**src/rtl/fft_pkg.sv**
```systemverilog
// Shared widths and the bit-reversal helper for the FFT output reorder buffer.
package fft_pkg;

    localparam int SAMPLE_W  = 34;
    localparam int LANES     = 4;
    localparam int FRAME_LEN = 16;
    localparam int WORD_W    = 136;

    // Reverse a 4-bit index. Frames arrive in bit-reversed order, so this maps
    // an arrival position to its natural bin, and a natural bin back to its position.
    function automatic logic [3:0] bitrev4(input logic [3:0] p);
        return {p[0], p[1], p[2], p[3]};
    endfunction

endpackage

```
**src/rtl/fft_out_reorder_if.sv**
```systemverilog
// Input word stream and output sample stream of the FFT output reorder buffer.
interface fft_out_reorder_if
    import fft_pkg::*;
();
    logic [WORD_W-1:0]   data_in;
    logic                in_valid;
    logic                in_ready;
    logic [SAMPLE_W-1:0] data_out;
    logic [3:0]          out_index;
    logic                out_valid;
    logic                out_ready;
    logic                out_last;

    // master: the surrounding FFT datapath / consumer
    modport master (
        output data_in, in_valid, out_ready,
        input  in_ready, data_out, out_index, out_valid, out_last
    );

    // slave: the reorder buffer itself
    modport slave (
        input  data_in, in_valid, out_ready,
        output in_ready, data_out, out_index, out_valid, out_last
    );
endinterface

```
**src/rtl/fft_out_reorder_bank.sv**
```systemverilog
// One 16-sample frame buffer: a full input word (4 lanes) is written per cycle,
// and a single sample is read combinationally. Storage has no reset; the
// controller never exposes a bank unless its full flag is set.
module reorder_bank
    import fft_pkg::*;
(
    input  logic                clk,
    input  logic                i_we,
    input  logic [1:0]          i_waddr_word,
    input  logic [WORD_W-1:0]   i_wdata,
    input  logic [3:0]          i_raddr,
    output logic [SAMPLE_W-1:0] o_rdata
);
    logic [SAMPLE_W-1:0] r_mem [FRAME_LEN];

    // Store all four lanes of the accepted word at addresses 4w..4w+3.
    always_ff @(posedge clk) begin
        if (i_we) begin
            for (int l = 0; l < LANES; l++) begin
                r_mem[{i_waddr_word, l[1:0]}] <= i_wdata[l*SAMPLE_W +: SAMPLE_W];
            end
        end
    end

    assign o_rdata = r_mem[i_raddr];

endmodule

```
**src/rtl/fft_out_reorder.sv**
```systemverilog
// Ping-pong reorder buffer: collects bit-reversed FFT output words into one
// bank while the other bank is drained one sample per transfer in natural order.
module fft_out_reorder
    import fft_pkg::*;
(
    input  logic             clk,
    input  logic             rst_n,
    fft_out_reorder_if.slave bus
);
    logic [1:0]          r_full;
    logic                r_wb;
    logic                r_rb;
    logic [1:0]          r_wcnt;
    logic [3:0]          r_rcnt;

    logic [1:0]          w_full_nxt;
    logic                w_in_xfer;
    logic                w_out_xfer;
    logic                w_out_valid;
    logic                w_fill_done;
    logic                w_drain_done;
    logic [1:0]          w_we;
    logic [3:0]          w_raddr;
    logic [SAMPLE_W-1:0] w_rdata [2];

    assign bus.in_ready = !r_full[r_wb];
    assign w_in_xfer    = bus.in_valid && !r_full[r_wb];
    assign w_out_valid  = r_full[r_rb];
    assign w_out_xfer   = w_out_valid && bus.out_ready;
    assign w_fill_done  = w_in_xfer && (r_wcnt == 2'd3);
    assign w_drain_done = w_out_xfer && (r_rcnt == 4'd15);
    assign w_we         = {w_in_xfer && r_wb, w_in_xfer && !r_wb};
    assign w_raddr      = bitrev4(r_rcnt);

    for (genvar b = 0; b < 2; b++) begin : g_bank
        reorder_bank u_bank (
            .clk          (clk),
            .i_we         (w_we[b]),
            .i_waddr_word (r_wcnt),
            .i_wdata      (bus.data_in),
            .i_raddr      (w_raddr),
            .o_rdata      (w_rdata[b])
        );
    end

    assign bus.out_valid = w_out_valid;
    assign bus.data_out  = w_out_valid ? w_rdata[r_rb] : '0;
    assign bus.out_index = r_rcnt;
    assign bus.out_last  = w_out_valid && (r_rcnt == 4'd15);

    // Fill-complete and drain-complete always target different banks, so both
    // flag updates can land on the same edge without losing a frame.
    always_comb begin
        w_full_nxt = r_full;
        if (w_fill_done) begin
            w_full_nxt[r_wb] = 1'b1;
        end
        if (w_drain_done) begin
            w_full_nxt[r_rb] = 1'b0;
        end
    end

    // Pointer, counter and full-flag registers.
    always_ff @(posedge clk or negedge rst_n) begin
        if (!rst_n) begin
            r_full <= 2'b00;
            r_wb   <= 1'b0;
            r_rb   <= 1'b0;
            r_wcnt <= 2'd0;
            r_rcnt <= 4'd0;
        end else begin
            r_full <= w_full_nxt;
            if (w_in_xfer) begin
                r_wcnt <= r_wcnt + 2'd1;
            end
            if (w_fill_done) begin
                r_wb <= !r_wb;
            end
            if (w_out_xfer) begin
                r_rcnt <= r_rcnt + 4'd1;
            end
            if (w_drain_done) begin
                r_rb <= !r_rb;
            end
        end
    end

endmodule

```
**src/flat_wrapper.sv**
```systemverilog
// flat-port wrapper written by rule: the top's interface ports become plain ports
module fft_out_reorder_flat import fft_pkg::*;
  (clk, rst_n, bus_data_in, bus_in_valid, bus_out_ready, bus_in_ready, bus_data_out, bus_out_index, bus_out_valid, bus_out_last);
  fft_out_reorder_if bus_i ();
  input  logic clk;
  input  logic rst_n;
  input wire logic [$bits(bus_i.data_in)-1:0] bus_data_in;
  input wire logic [$bits(bus_i.in_valid)-1:0] bus_in_valid;
  input wire logic [$bits(bus_i.out_ready)-1:0] bus_out_ready;
  output wire logic [$bits(bus_i.in_ready)-1:0] bus_in_ready;
  output wire logic [$bits(bus_i.data_out)-1:0] bus_data_out;
  output wire logic [$bits(bus_i.out_index)-1:0] bus_out_index;
  output wire logic [$bits(bus_i.out_valid)-1:0] bus_out_valid;
  output wire logic [$bits(bus_i.out_last)-1:0] bus_out_last;
  assign bus_i.data_in = bus_data_in;
  assign bus_i.in_valid = bus_in_valid;
  assign bus_i.out_ready = bus_out_ready;
  assign bus_in_ready = bus_i.in_ready;
  assign bus_data_out = bus_i.data_out;
  assign bus_out_index = bus_i.out_index;
  assign bus_out_valid = bus_i.out_valid;
  assign bus_out_last = bus_i.out_last;
  fft_out_reorder u_core (.clk(clk), .rst_n(rst_n), .bus(bus_i));
endmodule
```
**config.mk**
```make
export PLATFORM = sky130hd
export DESIGN_NAME = fft_out_reorder_flat
export DESIGN_NICKNAME = d
export VERILOG_FILES = /design/src/rtl/fft_pkg.sv /design/src/rtl/fft_out_reorder_if.sv /design/src/rtl/fft_out_reorder_bank.sv /design/src/rtl/fft_out_reorder.sv /design/src/flat_wrapper.sv
export SDC_FILE = /design/constraint.sdc
export NUM_CORES = 1
export LEC_CHECK = 0
export ABC_AREA = 0
export BUFFER_PORTS_ARGS = -buffer_cell sky130_fd_sc_hd__buf_4
export CORE_MARGIN = 2
export CORE_UTILIZATION = 61
export CTS_CLUSTER_DIAMETER = 50
export DETAILED_ROUTE_END_ITERATION = 10
export PLACE_DENSITY = 0.88
export REMOVE_ABC_BUFFERS = 1
export SETUP_SLACK_MARGIN = 0.05
export SLEW_MARGIN = 20
export SYNTH_ARGS = -nofsm -noshare
export SYNTH_HDL_FRONTEND = slang
export SYNTH_SLANG_ARGS = --single-unit
```
**constraint.sdc**
```tcl
create_clock -name clk -period 14.4 [get_ports clk]
set_input_delay 1.44 -clock clk [delete_from_list [all_inputs] [get_ports clk]]
set_output_delay 1.44 -clock clk [all_outputs]
set_load 0.005 [all_outputs]
```
**Word level (Yosys, flattened, before mapping)**

Memory sizes are Yosys's and may differ from the RTL's.
Index checks and enable logic that the tools add are counted.

- Latch bits: 0
- Memories kept: 2
- Bits in writable memories: 1,088
- Output and inout bits: 41
- Bits of input ports: 140
- Memory bits (read-only): 0
- Register bits after elaboration: 10
- Word-level logic and storage cells: 50

- Equality and inequality tests: 2
- $lt $le $gt $ge: 5
- Shifts and indexed selects: 0
- Bitwise logic cells: 4
- Mux-type cells: 18
- Div/mod/pow operators: 0
- Add/subtract/negate cells: 2
- Multiply operators: 0
- Reduce and logical (&&, ||, !) cells: 12

Memory list:

| memory | depth | bits a word | read ports | clocked after memory_dff | write ports | RTL line | source |
|---|---|---|---|---|---|---|---|
| u_core.g_bank[0].u_bank.r_mem | 16 | 34 | 1 | 0 | 4 | fft_out_reorder_bank.sv:14 | `logic [SAMPLE_W-1:0] r_mem [FRAME_LEN];` |
| u_core.g_bank[1].u_bank.r_mem | 16 | 34 | 1 | 0 | 4 | fft_out_reorder_bank.sv:14 |  |

Operator list:

| operator | count |
|---|---|
| $mux 34 | 4 |
| $mux 1 | 10 |
| $logic_and 1x1->1 | 9 |
| $add 4x1->4 const B | 1 |
| $eq 4x4->1 const B | 1 |
| $lt 1x2->1 const B | 2 |
| $mux 2 | 2 |
| $logic_not 1->1 | 3 |
| $add 2x1->2 const B | 1 |
| $and 2x2->2 | 1 |
| $demux 1 s1 | 2 |
| $eq 2x2->1 const B | 1 |
| $ge 1x1->1 const B | 2 |
| $ge 2x2->1 const B | 1 |
| $not 1->2 | 1 |
| $not 2->2 | 1 |
| $or 2x2->2 | 1 |

**Longest topological paths before layout**

- Word-level depth: 8
- Mapped depth: 8
- Gate-level depth less buffers: 6

**Modules after synthesis**

From an unflattened synthesis, not the netlist that was laid out.

- Cells, all modules: 1,790
- Area total of the unflattened synthesis: 41,637.4 µm²

By module, submodules not included:

| module | cells an instance | instances | area an instance (µm²) | sequential area each (µm²) |
|---|---|---|---|---|
| reorder_bank | 836 | 2 | 20,317.0 | 16,335.7 |
| fft_out_reorder | 118 | 1 | 1,003.5 | 250.2 |

**Worst setup path before layout**

OpenSTA, ideal clock, no wires.

- Kind: input port to flip-flop
- From: input port bus_in_valid
- To: register u_core.r_full[0]
- Setup slack: 2.468 ns
- Stages on the path: 3
- Path buffers: 0
- Arrival: 11.832 ns
- Data required time: 14.300 ns
- Setup time: 0.100 ns
- Cell sequence: nand2_1 > nor3_1 > o32a_1

- Cells in the longest elaborated chain, start to end: 5

Ends and longest elaborated chain:

| element | RTL line | source |
|---|---|---|
| start: declaration | flat_wrapper.sv:8 | `input wire logic [$bits(bus_i.in_valid)-1:0] bus_in_valid;` |
| $logic_and 1x1->1 * | fft_out_reorder.sv:27 | `assign w_in_xfer = bus.in_valid && !r_full[r_wb];` |
| $logic_and 1x1->1 * | fft_out_reorder.sv:30 | `assign w_fill_done = w_in_xfer && (r_wcnt == 2'd3);` |
| $mux 2 * | fft_out_reorder.sv:55 | `if (w_fill_done) begin` |
| $and 2x2->2 (no line) | -- |  |
| $mux 2 * | fft_out_reorder.sv:58 | `if (w_drain_done) begin` |
| named net u_core.w_full_nxt[0] | fft_out_reorder.sv:16 | `logic [1:0] w_full_nxt;` |
| end signal: assignment | fft_out_reorder.sv:72 | `r_full <= w_full_nxt;` |
| end: declaration | fft_out_reorder.sv:10 | `logic [1:0] r_full;` |

The timed path passes the listed nets; every way through them passes the cells marked *.
A chain may end at the register's enable or synchronous reset.

**Worst setup path after layout**

- From: register u_core.r_rcnt[2] (netlist: u_core.bus.out_index[2])
- To: output port bus_data_out[11]

- Cells in the longest elaborated chain, start to end: 5
- Elaborated cells on any way between the ends: 6
- Classes of those cells: 4 x mux; 2 x memory

Ends and longest elaborated chain:

| element | RTL line | source |
|---|---|---|
| start: declaration | fft_out_reorder.sv:14 | `logic [3:0] r_rcnt;` |
| start signal: assignment | fft_out_reorder.sv:80 | `r_rcnt <= r_rcnt + 4'd1;` |
| $mem_v2 16x34 | -- |  |
| $mux 34 (implied by the code) * (3 in series) | fft_out_reorder.sv:47 | `assign bus.data_out = w_out_valid ? w_rdata[r_rb] : '0;` |
| $mux 34 * | fft_out_reorder.sv:47 |  |
| end: declaration | flat_wrapper.sv:11 | `output wire logic [$bits(bus_i.data_out)-1:0] bus_data_out;` |

Every way passes the cells marked *; elsewhere a longest branch is shown, timed or not. The select of a mux whose other input is x is not followed.

==> flow_metrics.tcl <==
set metrics [dict create \
    period_needed_ps 5996 \
    drt_wl_total_um 95510 \
    cap_violations 0 \
    crit_arrival_ps 4560 \
    die_y_um 265.3 \
    path_class "register to output pin" \
    dpl.cell_count 2739 \
    core_area_um2 67400 \
    critical_path.max_fanout 70 \
    leakagePower_uw 0.01524 \
    max_freq_mhz 166.8 \
    timing.rr.start "u_core.r_wb" \
    die_w_um 265.3 \
    fin_crit_sh 0.4164 \
    worst_pin_slew_ps 1122 \
    clk_pin_slew_ps 60 \
    hold_slack_ps 545.1 \
    whs_path_depth 1 \
    overflow 0 \
    hold_path.class "register to register" \
    fill_cells 3611 \
    reg2reg_slack_ps 10840 \
    cts_made_buffers 105 \
    min_from "u_core.r_wcnt[0]" \
    worstSkewPairLatency_ps 670 \
    cts_setup_buffers 0 \
    ant_nets 0 \
    ys_seq_elements 1098 \
    placementRows 95 \
    final_core_util 0.7038 \
    syn_area_um2 41650 \
    cts-root-buf "clkbuf_16" \
    grt_max_degree 138 \
    setup_viol 0 \
    endpoint_kind "output pin" \
    area_growth_pct 13.89 \
    cp-start-kind "register" \
    drc 0 \
    vias 20170 \
    reg2reg_depth 4 \
    viasPerCell 6.865 \
    layoutNonFillerInstCount 2938 \
    cts_hold_buf 0 \
    die-area_um2 70380 \
    p_per_area_nw_per_um2 195.1 \
    hold_violations 0 \
    cts_tree "yes" \
    drt-pass1-iter-count 6 \
    worstPathRequired_ps 12960 \
    syn_inst 1747 \
    cts.sinks 1098 \
    nets 2118 \
    hpwl_um 48560 \
    fin_tns_setup_ps 0 \
    clockBufferDepth 3 \
    initial_core_util 0.6180 \
    reg2reg_to "u_core.g_bank[1].u_bank.r_mem[4][26]" \
    grt_pass1_wl_um 140500 \
    outcome "finished, final reports clean" \
    fin_worst_skew_ps 19.24 \
    max_slew_margin 0.2517 \
    ir_worst_vdd_uv 158.3 \
    wl_per_cell_um 32.51 \
    drive_gt1_frac 0.3212 \
    slew_violations 0 \
    min_to "u_core.r_wcnt[0]" \
    h-tree-depth 3 \
    synth_cell_types 33 \
    drt-initial-drc-count 2431 \
    grt_usage 0.2763 \
    rsz0062_at_grt "no" \
    num_io_pins 181 \
    ys.warnings.count 0 \
    yosysSeqAreaShare 0.7904 \
    cts_resized 0 \
    place_congestion 0.7559 \
    syn_avg_cell_area_um2 23.84 \
    io_buffers 180 \
    grt_pass1_vias 21350 \
    grt_antenna_before_repair 14 \
]
worst max-delay path by stage:
| stage | startpoint | endpoint | slack (ps) | cells after the start |
|---|---|---|---|---|
| after floorplan | u_core.bus.out_index[3] | bus_data_out[10] | 1340 | 3 |
| after global placement | u_core.bus.out_index[3] | bus_data_out[3] | 9080 | 7 |
| after detailed placement | u_core.bus.out_index[3] | bus_data_out[3] | 9000 | 7 |
| after CTS | u_core.bus.out_index[3] | bus_data_out[2] | 8230 | 7 |
| after global routing | u_core.bus.out_index[2] | bus_data_out[11] | 8200 | 7 |
| final | u_core.bus.out_index[2] | bus_data_out[11] | 8400 | 7 |
cells in the final DEF, fill, tap and decap left out, types with 3 or more instances in the layout:
cell type,n
nor2_1,23
buf_12,3
a22oi_1,41
nand2b_1,6
ha_1,5
edfxtp_1,1088
clkinv_2,14
clkbuf_1,19
dfrtp_1,6
inv_6,3
inv_1,3
o221ai_1,13
diode_2,7
clkinv_4,6
o22a_1,13
a22o_1,20
clkbuf_16,108
bufinv_16,14
nand2_1,30
buf_4,209
o22ai_1,40
mux2i_1,57
buf_6,3
xnor2_1,4
clkinv_1,18
dfrtp_4,3
clkinvlp_4,7
mux4_2,272
nor2_4,4
nor3_2,4
stage by stage:
| stage | cell area (um2) | setup slack [ps] | total power (uW) |
|---|---|---|---|
| floorplan | 41080 | 1341 | 6150 |
| global placement | 43900 | 9083 | 6355 |
| detailed placement | 43900 | 8999 | 6467 |
| CTS | 47410 | 8227 | 9299 |
| global route | 47430 | 8196 | 9555 |
| finish | 47440 | 8404 | 9255 |
Yosys cell counts (all sizes together):
master / number / area, um2
buf: 56 / 416.7
nor2: 28 / 105.1
o221ai: 13 / 113.9
a21oi: 1 / 5.000
edfxtp: 1088 / 32670
inv: 3 / 11.26
mux2i: 57 / 570.6
a2bb2oi: 1 / 8.760
nor3: 4 / 20.02
o22a: 13 / 113.9
ha: 5 / 62.56
nand4: 1 / 6.260
nand2: 30 / 112.6
clkbuf: 40 / 150.1
and2: 2 / 12.51
mux2: 2 / 22.52
a22oi: 41 / 307.8
or2: 1 / 6.260
and3: 1 / 6.260
a22o: 20 / 175.2
nand2b: 6 / 37.54
o22ai: 40 / 250.2
nor2b: 3 / 18.77
nand3: 2 / 10.01
mux4: 272 / 6126
xor2: 1 / 8.760
dfrtp: 10 / 250.2
o21ai: 1 / 5.000
xnor2: 4 / 35.03
o32a: 1 / 10.01
sequential cells by signal, summed over array words and instances, names as in the netlist:
| name | flops |
|---|---|
| u_core.bus.out_index | 4 |
| u_core.g_bank.u_bank.r_mem | 1088 |
| u_core.r_full | 2 |
| u_core.r_rb | 1 |
| u_core.r_wb | 1 |
| u_core.r_wcnt | 2 |
power breakdown:
group | internal (uW) | switching, uW
clock network | 1630 | 1170
registers | 3770 | 180
logic | 1180 | 1320
total | 6580 | 2680
layer usage:
metal,track usage,share of wire,up-vias
li1,-,-,7991
met1,0.3525,0.35,10690
met2,0.4725,0.53,1234
met3,0.05906,0.084,235
met4,0.1044,0.035,14
met5,0,0.00090,-
critical path, stage by stage (launching register included):
cell,delay [ps]
dfrtp_4,810
buf_4,830
buf_4,900
mux4_2,430
mux2i_1,190
o22a_1,200
o221ai_1,190
buf_4,240
kinds of logic (layout without fill, tap and decap cells):
logic type	Yosys count	count (layout)	synth area share
adders and majority gates	5	5	0.001502
DFF	1098	1098	0.7904
muxes	331	331	0.1613
xor gates and xnor gates	5	5	0.001051
AOI/OAI and AO/OA	131	131	0.02376
other	0	7	0
and+or+nand+nor	78	78	0.008051
buffers and inverters	99	410	0.01388
layout make-up:
cell class                      count  area [um2]  area share
Clock inverter                     65       728.2     0.01535
Tap cell                          873        1092     0.02303
Inverter                            3       11.26   0.0002374
Timing Repair Buffer              215        1663     0.03505
Multi-Input combinational cell    550        8215      0.1732
Antenna cell                        7       17.52   0.0003693
Clock buffer                      127        2774     0.05848
Sequential cell                  1098       32930      0.6943
(Power assumes the default switching activity.)
